==> src/rtl/timer_array_pkg.sv <==
// rtl/timer_array_pkg.sv - shared types and register map constants for timer_array
package timer_array_pkg;

    typedef enum logic [1:0] {
        ST_IDLE = 2'd0,
        ST_LOAD = 2'd1,
        ST_CNT  = 2'd2,
        ST_INT  = 2'd3
    } state_t;

    localparam logic [7:0] REG_CTRL     = 8'h00;
    localparam logic [7:0] REG_PRESET   = 8'h04;
    localparam logic [7:0] REG_COUNT    = 8'h08;
    localparam logic [7:0] REG_PRESCALE = 8'h0C;
    localparam logic [7:0] REG_PENDING  = 8'hF0;

    localparam int CTRL_EN      = 0;
    localparam int CTRL_MODE_LO = 1;
    localparam int CTRL_MODE_HI = 2;
    localparam int CTRL_IM      = 3;

    localparam logic [1:0] MODE_ONESHOT  = 2'b00;
    localparam logic [1:0] MODE_PERIODIC = 2'b01;

endpackage

==> src/rtl/timer_array_if.sv <==
// rtl/timer_array_if.sv - Bridge device bus port bundle for timer_array
interface timer_array_if;
    logic [31:0] Addr;
    logic        WE;
    logic [31:0] Din;
    logic [31:0] Dout;
    logic        IRQ;

    modport master (output Addr, output WE, output Din, input Dout, input IRQ);
    modport slave  (input Addr, input WE, input Din, output Dout, output IRQ);
endinterface

==> src/rtl/timer_channel.sv <==
// rtl/timer_channel.sv - one down-counter channel with CTRL/PRESET/COUNT/PRESCALE registers
// Optional prescaler enabled by TIMER_ARRAY_PRESCALE_EN.
module timer_channel
    import timer_array_pkg::*;
#(
    parameter int CNT_W      = 32,
    parameter int PRESCALE_W = 8
) (
    input  logic                  clk,
    input  logic                  reset,
    input  logic                  wr_ctrl,
    input  logic                  wr_preset,
    input  logic                  wr_prescale,
    input  logic [3:0]            ctrl_wdata,
    input  logic [CNT_W-1:0]      preset_wdata,
    input  logic [PRESCALE_W-1:0] prescale_wdata,
    output logic [3:0]            ctrl_q,
    output logic [CNT_W-1:0]      preset_q,
    output logic [CNT_W-1:0]      count_q,
    output logic [PRESCALE_W-1:0] prescale_q,
    output logic                  pend_set
);

    state_t           state, state_n;
    logic             en;
    logic [1:0]       mode;
    logic             im;
    logic [CNT_W-1:0] preset;
    logic [CNT_W-1:0] count, count_n;
    logic             en_clr;
    logic             tick;

`ifdef TIMER_ARRAY_PRESCALE_EN
    logic [PRESCALE_W-1:0] prescale;
    logic [PRESCALE_W-1:0] psc_cnt;

    always_ff @(posedge clk) begin
        if (reset) begin
            prescale <= '0;
            psc_cnt  <= '0;
        end else begin
            if (wr_prescale) prescale <= prescale_wdata;
            if (state == ST_LOAD) begin
                psc_cnt <= prescale;
            end else if (state == ST_CNT && en) begin
                psc_cnt <= tick ? prescale : psc_cnt - 1'b1;
            end
        end
    end

    assign tick       = (psc_cnt == '0);
    assign prescale_q = prescale;
`else
    wire unused_psc = &{1'b0, wr_prescale, prescale_wdata};

    assign tick       = 1'b1;
    assign prescale_q = '0;
`endif

    // IDLE looks at the EN being written this cycle so LOAD follows the write edge directly
    always_comb begin
        state_n  = state;
        count_n  = count;
        en_clr   = 1'b0;
        pend_set = 1'b0;
        case (state)
            ST_IDLE: begin
                if (wr_ctrl ? ctrl_wdata[CTRL_EN] : en) state_n = ST_LOAD;
            end
            ST_LOAD: begin
                count_n = preset;
                state_n = ST_CNT;
            end
            ST_CNT: begin
                if (!en) begin
                    state_n = ST_IDLE;
                end else if (tick) begin
                    if (count > CNT_W'(1)) begin
                        count_n = count - CNT_W'(1);
                    end else begin
                        count_n  = '0;
                        state_n  = ST_INT;
                        pend_set = im;
                    end
                end
            end
            ST_INT: begin
                if (mode == MODE_PERIODIC) begin
                    state_n = ST_LOAD;
                end else begin
                    en_clr  = 1'b1;
                    state_n = ST_IDLE;
                end
            end
            default: state_n = ST_IDLE;
        endcase
    end

    // a software CTRL write takes priority over the one-shot EN clear
    always_ff @(posedge clk) begin
        if (reset) begin
            state  <= ST_IDLE;
            count  <= '0;
            preset <= '0;
            en     <= 1'b0;
            mode   <= MODE_ONESHOT;
            im     <= 1'b0;
        end else begin
            state <= state_n;
            count <= count_n;
            if (wr_preset) preset <= preset_wdata;
            if (wr_ctrl) begin
                en   <= ctrl_wdata[CTRL_EN];
                mode <= ctrl_wdata[CTRL_MODE_HI:CTRL_MODE_LO];
                im   <= ctrl_wdata[CTRL_IM];
            end else if (en_clr) begin
                en <= 1'b0;
            end
        end
    end

    assign ctrl_q   = {im, mode, en};
    assign preset_q = preset;
    assign count_q  = count;

endmodule

==> src/rtl/timer_array.sv <==
// rtl/timer_array.sv - N_CH-channel timer array with shared register window and aggregated IRQ
// Optional per-channel prescaler enabled by TIMER_ARRAY_PRESCALE_EN.
module timer_array
    import timer_array_pkg::*;
#(
    parameter int N_CH       = 4,
    parameter int CNT_W      = 32,
    parameter int PRESCALE_W = 8
) (
    input  logic          clk,
    input  logic          reset,
    timer_array_if.slave  bus
);

    logic [3:0]            sel_ch;
    logic [7:0]            sel_off;
    logic                  is_pend;
    logic [N_CH-1:0]       pending;
    logic [N_CH-1:0]       pend_set;
    logic [N_CH-1:0]       pend_clr;
    logic [31:0]           rdata;

    logic [3:0]            ctrl_q     [N_CH];
    logic [CNT_W-1:0]      preset_q   [N_CH];
    logic [CNT_W-1:0]      count_q    [N_CH];
    logic [PRESCALE_W-1:0] prescale_q [N_CH];

    wire unused_ok = &{1'b0, bus.Addr[31:8], bus.Addr[1:0], bus.Din};

    assign sel_ch  = bus.Addr[7:4];
    assign sel_off = {4'h0, bus.Addr[3:2], 2'b00};
    assign is_pend = (bus.Addr[7:2] == REG_PENDING[7:2]);

    for (genvar c = 0; c < N_CH; c++) begin : g_ch
        logic ch_wr;
        assign ch_wr = bus.WE && (sel_ch == 4'(c));

        timer_channel #(
            .CNT_W      (CNT_W),
            .PRESCALE_W (PRESCALE_W)
        ) u_ch (
            .clk            (clk),
            .reset          (reset),
            .wr_ctrl        (ch_wr && sel_off == REG_CTRL),
            .wr_preset      (ch_wr && sel_off == REG_PRESET),
            .wr_prescale    (ch_wr && sel_off == REG_PRESCALE),
            .ctrl_wdata     (bus.Din[3:0]),
            .preset_wdata   (bus.Din[CNT_W-1:0]),
            .prescale_wdata (bus.Din[PRESCALE_W-1:0]),
            .ctrl_q         (ctrl_q[c]),
            .preset_q       (preset_q[c]),
            .count_q        (count_q[c]),
            .prescale_q     (prescale_q[c]),
            .pend_set       (pend_set[c])
        );
    end

    assign pend_clr = (bus.WE && is_pend) ? bus.Din[N_CH-1:0] : '0;

    // a hardware set lands even if software clears the same bit this cycle
    always_ff @(posedge clk) begin
        if (reset) begin
            pending <= '0;
        end else begin
            pending <= (pending & ~pend_clr) | pend_set;
        end
    end

    always_comb begin
        rdata = '0;
        if (is_pend) begin
            rdata[N_CH-1:0] = pending;
        end else begin
            for (int c = 0; c < N_CH; c++) begin
                if (sel_ch == 4'(c)) begin
                    case (sel_off)
                        REG_CTRL:     rdata[3:0]            = ctrl_q[c];
                        REG_PRESET:   rdata[CNT_W-1:0]      = preset_q[c];
                        REG_COUNT:    rdata[CNT_W-1:0]      = count_q[c];
                        REG_PRESCALE: rdata[PRESCALE_W-1:0] = prescale_q[c];
                        default:      rdata                 = '0;
                    endcase
                end
            end
        end
    end

    assign bus.Dout = rdata;
    assign bus.IRQ  = |pending;

endmodule

==> src/flat_wrapper.sv <==
// flat-port wrapper written by rule: the top's interface ports become plain ports
module timer_array_flat import timer_array_pkg::*;
#(
    parameter int N_CH       = 4,
    parameter int CNT_W      = 32,
    parameter int PRESCALE_W = 8
)
  (clk, reset, bus_Addr, bus_WE, bus_Din, bus_Dout, bus_IRQ);
  timer_array_if bus_i ();
  input  logic clk;
  input  logic reset;
  input wire logic [$bits(bus_i.Addr)-1:0] bus_Addr;
  input wire logic [$bits(bus_i.WE)-1:0] bus_WE;
  input wire logic [$bits(bus_i.Din)-1:0] bus_Din;
  output wire logic [$bits(bus_i.Dout)-1:0] bus_Dout;
  output wire logic [$bits(bus_i.IRQ)-1:0] bus_IRQ;
  assign bus_i.Addr = bus_Addr;
  assign bus_i.WE = bus_WE;
  assign bus_i.Din = bus_Din;
  assign bus_Dout = bus_i.Dout;
  assign bus_IRQ = bus_i.IRQ;
  timer_array #(.N_CH(N_CH), .CNT_W(CNT_W), .PRESCALE_W(PRESCALE_W)) u_core (.clk(clk), .reset(reset), .bus(bus_i));
endmodule
==> config.mk <==
export PLATFORM = sky130hd
export DESIGN_NAME = timer_array_flat
export DESIGN_NICKNAME = d
export VERILOG_FILES = /design/src/rtl/timer_array_pkg.sv /design/src/rtl/timer_array_if.sv /design/src/rtl/timer_channel.sv /design/src/rtl/timer_array.sv /design/src/flat_wrapper.sv
export SDC_FILE = /design/constraint.sdc
export NUM_CORES = 1
export LEC_CHECK = 0
export CORE_UTILIZATION = 46
export CTS_CLUSTER_SIZE = 14
export DETAILED_ROUTE_END_ITERATION = 16
export GPL_TIMING_DRIVEN = 0
export PLACE_DENSITY = 0.63
export SYNTH_ARGS = -nofsm -noshare
export SYNTH_HDL_FRONTEND = slang
export SYNTH_HIERARCHICAL = 1
export SYNTH_SLANG_ARGS = --single-unit
==> constraint.sdc <==
create_clock -name clk -period 3.2 [get_ports clk]
set_input_delay 0.48 -clock clk [delete_from_list [all_inputs] [get_ports clk]]
set_output_delay 0.48 -clock clk [all_outputs]
set_load 0.02 [all_outputs]
After elaboration in Yosys (flattened, before gate mapping)
Cells that the tools add are included.
Widths: inputs -> output; s select.
{ "totals": {"inputBits": 67, "regBits": 284, "elab_cells": 192, "output_inout_bits": 33} }
{ "classes": {"n_eq_ne": 35, "order_cmp": 4, "bitwise": 3, "n_reduce_logical": 37, "add_sub_neg": 4, "n_mux": 84} }
{ "op_table": {"columns": ["op", "n"], "rows": [
  ["$mux 32", 13],
  ["$pmux 32 s2", 4],
  ["$pmux 24 s3", 3],
  ["$gt 32x1->1 const B", 4],
  ["$sub 32x1->32 const B", 4],
  ["$pmux 4 s3", 7],
  ["$pmux 24 s2", 1],
  ["$mux 1", 36],
  ["$pmux 2 s4", 4],
  ["$mux 28", 1],
  ["$mux 2", 12],
  ["$eq 2x2->1 const B", 10],
  ["$eq 2x1->1 const B", 9],
  ["$ne 2x2->1 const B", 8],
  ["$reduce_and 2->1", 8],
  ["$reduce_bool 2->1", 8],
  ["$logic_and 1x1->1", 13],
  ["$ne 3x3->1 const B", 4],
  ["$eq 4x2->1 const B", 2],
  ["$logic_not 2->1", 4],
  ["$logic_not 8->1", 1],
  ["$mux 4", 2],
  ["$pmux 4 s2", 1],
  ["$eq 6x6->1 const B", 1],
  ["7 further kinds", 7]
]} }

Longest topological paths before layout
{ "depth": {"ltp_word": 11, "depth_mapped": 10, "ltp_nobuf": 7} }

By module
Netlist, hierarchy kept.
{ "modules_own_cells": {"columns": ["mod", "instances", "area_each_um2", "cells_each", "seq_area_each_um2"], "rows": [
  ["timer_channel", 4, 3801.1, 449, 1401.3],
  ["timer_array", 1, 2516.2, 363, 80.1]
]} }

Worst setup path before layout
Ideal clock, no wire load.
{ "synth_path": {"path_kind": "in2reg", "startpoint": "input bus_Addr[3]", "endpoint": "register u_core.g_ch[3].u_ch.preset[10]", "setup_ns": 0.128, "arrival_time_ns": 2.293, "required_ns": 3.072, "stages": 10, "path_buffers": 4, "path_slack_ns": 0.779, "cell_sequence": "inv_1 -> ha_1 -> buf_2 -> buf_2 -> nand2_1 -> nor4_1 -> clkbuf_1 -> buf_1 -> mux2i_1 -> nor2_1"} }
{ "synth_via": {"elab_chain_len": 2} }
{ "synth_lines": {"columns": ["element", "line", "rtl"], "rows": [
  ["start: declaration", "flat_wrapper.sv:12", "input wire logic [$bits(bus_i.Addr)-1:0] bus_Addr;"],
  ["$eq 2x1->1", "timer_array.sv:45", ".wr_preset (ch_wr && sel_off == REG_PRESET),"],
  ["$logic_and 1x1->1", "timer_array.sv:45", null],
  ["end signal: assignment", "timer_channel.sv:111", "if (wr_preset) preset <= preset_wdata;"],
  ["end: declaration", "timer_channel.sv:28", "logic [CNT_W-1:0] preset;"]
]} }
Every way passes these cells.
A chain may end at the register's enable or synchronous reset.

Worst setup path after layout
{ "layout_path": {"startpoint": "input bus_Addr[3]", "endpoint": "output bus_Dout[4]"} }
{ "layout_via": {"elab_chain_len": 11, "elab_cells_between_ends": 14, "cone_classes": "3 x eq/ne; 10 x mux; 1 x reduce/logical"} }
{ "layout_lines": {"columns": ["element", "line", "rtl"], "rows": [
  ["$eq 2x2->1 / $eq 2x1->1 (equally long branches)", "timer_array.sv:76", "case (sel_off)"],
  ["$pmux 4 s2", "timer_array.sv:76", null],
  ["$mux 32", "timer_array.sv:75", "if (sel_ch == 4'(c)) begin"],
  ["$mux 32", "timer_array.sv:71", "if (is_pend) begin"],
  ["$pmux 4 s3", "timer_array.sv:76", null],
  ["$mux 32", "timer_array.sv:75", null],
  ["$pmux 4 s3", "timer_array.sv:76", null],
  ["$mux 32", "timer_array.sv:75", null],
  ["$pmux 4 s3", "timer_array.sv:76", null],
  ["$mux 32", "timer_array.sv:75", null],
  ["$mux 28 *", "timer_array.sv:71", null],
  ["end: declaration", "flat_wrapper.sv:15", "output wire logic [$bits(bus_i.Dout)-1:0] bus_Dout;"]
]} }
Mark *: on every way between the ends. The rest lies on a longest branch, timed or not. The select of a mux whose other input is x is not followed.

==> flow_summary.json <==
{
  "finalPower_mw": 8.67,
  "max-cap-violations": 0,
  "cts_tree": "done",
  "power_switching_mw": 2.36,
  "r2r_end": "u_core/g_ch[1].u_ch/count_q[15]",
  "reg2reg_from": "u_core/g_ch[1].u_ch/count_q[0]",
  "fp.dieArea_sq_um": 39300,
  "mostFrequentLayoutCell": "nor2_1",
  "numClockSinks": 284,
  "rows": 71,
  "htreeDepth": 2,
  "holdCritPathClass": "in -> reg",
  "min_to": "u_core/pending[0]",
  "grt_max_degree": 13,
  "critical_path_class": "in -> out",
  "ant_nets": 0,
  "io_buffers": 71,
  "wl_um": 78400,
  "swShare": 0.272,
  "rsz0062_at_grt": "false",
  "relSlewSlack": 0.331,
  "die_w_um": 198,
  "vias": 18800,
  "critPathLaunchType": "input port",
  "vdd_drop_max_v": 0.000345,
  "post-route-period-util": 1.03,
  "nets": 2367,
  "cts_buffers": 35,
  "max_slew.worst_pin.slew_ps": 1000,
  "drtIter0Drc": 2682,
  "antenna_found_initial": 1,
  "gp_congestion": 1.03,
  "drive_above_1_share": 0.137,
  "r2r_setup_slack_ps": 400,
  "worstPathMaxFanout": 10,
  "fin_hold_ws_ps": 485,
  "final_cell_mix": "nor2_1 (318), dfxtp_1 (284), mux2i_1 (153)",
  "syn_area_per_cell_sq_um": 8.22,
  "dpl_cell_area_sq_um": 19200,
  "worstPathArrival_ps": 2810,
  "syn_inst": 2154,
  "yosysWarnings": 6,
  "comb_power_share": 0.109,
  "cts_hold_buf": 0,
  "critPathRequiredTime_ps": 2720,
  "p_seq_frac": 0.414,
  "core_area_sq_um": 37800,
  "clkLatencyLatePin_ps": 560,
  "netlist_area_sq_um": 17700,
  "p_int_mw": 6.31,
  "p_leak_nw": 7.70,
  "io_pins": 100,
  "cts.root.buffer_cell": "clkbuf_16",
  "dp_hpwl_um": 56700,
  "fmax_mhz": 304,
  "drt_pre_antenna_iters": 9,
  "critPathCaptureType": "primary output",
  "route.detailed.drc": 0,
  "worst_hold_path.num_cells": 5,
  "cts.path.max_buffers": 3,
  "wl_per_cell_um": 27.8,
  "finalInstanceArea_sq_um": 20600,
  "start_util": 0.469,
  "grt_pass1_vias": 17400,
  "min_from": "bus_Addr[6]",
  "violations": "setup timing",
  "fin_crit_ps": 3290,
  "outcome": "complete, but fails checks",
  "dieHeight_um": 198,
  "power_density_nw_per_um2": 420,
  "finalMaxSlewViolations": 0,
  "pwr-share-clk": 0.476,
  "stdcell_count": 2823,
  "areaGrowthSynthToFinish_pct": 16.6,
  "grt-ovfl-total": 0,
  "r2r_cells": 7,
  "fin_skew_ps": 11.4,
  "grt_pass1_wl_um": 116000,
  "worst_slack_ps": -92.4,
  "dp_cells": 2764,
  "setup_viol": 3,
  "grt.total_usage": 0.399,
  "viasPerCell": 6.65,
  "final_hold_viol_count": 0,
  "clk_pin_slew_worst_paths_ps": 60
}
-- routing by layer --
layer | track usage | part of all wire
met5 | 0 | 0
met4 | 0.187 | 0.052
met3 | 0.0729 | 0.10
met2 | 0.595 | 0.43
met1 | 0.552 | 0.42
-- sequential cells by signal, indices dropped and copies added (netlist names) --
signal                     cells
u_core/g_ch.u_ch/count_q     128
u_core/g_ch.u_ch/preset_q    128
u_core/g_ch.u_ch/mode          8
u_core/g_ch.u_ch/state         8
u_core/g_ch.u_ch/en            4
u_core/g_ch.u_ch/im            4
u_core/pending                 4
-- metrics by stage --
stage          worst slack, ps  utilization  TNS [ps]
6_report                 -92.4        0.546      -151
5_1_grt                   2.69        0.546         0
4_1_cts                   18.8        0.546         0
3_5_place_dp              -897        0.507    -75480
3_3_place_gp              -891        0.507    -75520
2_1_floorplan              781            -         0
-- power by group through the flow --
| stage | logic [mW] | clock network (mW) | registers [mW] |
|---|---|---|---|
| after floorplan | 0.520 | 0 | 3.66 |
| after global placement | 0.877 | 0 | 3.67 |
| after detailed placement | 0.882 | 0 | 3.67 |
| after CTS | 0.907 | 4.17 | 3.59 |
| after global routing | 0.981 | 4.32 | 3.59 |
| final | 0.948 | 4.13 | 3.59 |
-- how the worst max path moves through the flow --
| stage | cells after the start | start | endpoint |
|---|---|---|---|
| CTS | 9 | bus_Addr[2] | bus_Dout[4] |
| detailed placement | 9 | bus_Addr[2] | bus_Dout[4] |
| floorplan | 10 | bus_Addr[3] | u_core/g_ch[3].u_ch/preset_q[10] |
| finish | 8 | bus_Addr[3] | bus_Dout[4] |
| global route | 9 | bus_Addr[3] | bus_Dout[3] |
| global placement | 9 | bus_Addr[2] | bus_Dout[6] |
-- layout make-up --
type / count / area, sq um
diodes: 1 / 2.50
multi-input cells: 1666 / 11100
clock buffers: 54 / 1070
clock inverters: 6 / 82.6
plain buffers: 200 / 1280
fillers: 3595 / 17100
well taps: 511 / 639
repair buffers: 71 / 676
flip-flops and latches: 284 / 5690
inverters: 30 / 113
-- critical path, stage by stage --
cell and delay (ps):
clkdlybuf4s15_2 230, inv_1 70, ha_1 250, clkbuf_8 210, a222oi_1 810, o22ai_1 190
o31a_1 410, buf_6 160
-- timing repair --
item | 4_1_cts | 5_1_grt
gates resized for setup | 136 | 15
pin swaps | 23 | 9
setup endpoints to repair | 62 | 45
hold endpoints to repair | 0 | 0
setup buffers | 0 | 0
Note: power is estimated with default switching activity, not from simulation.
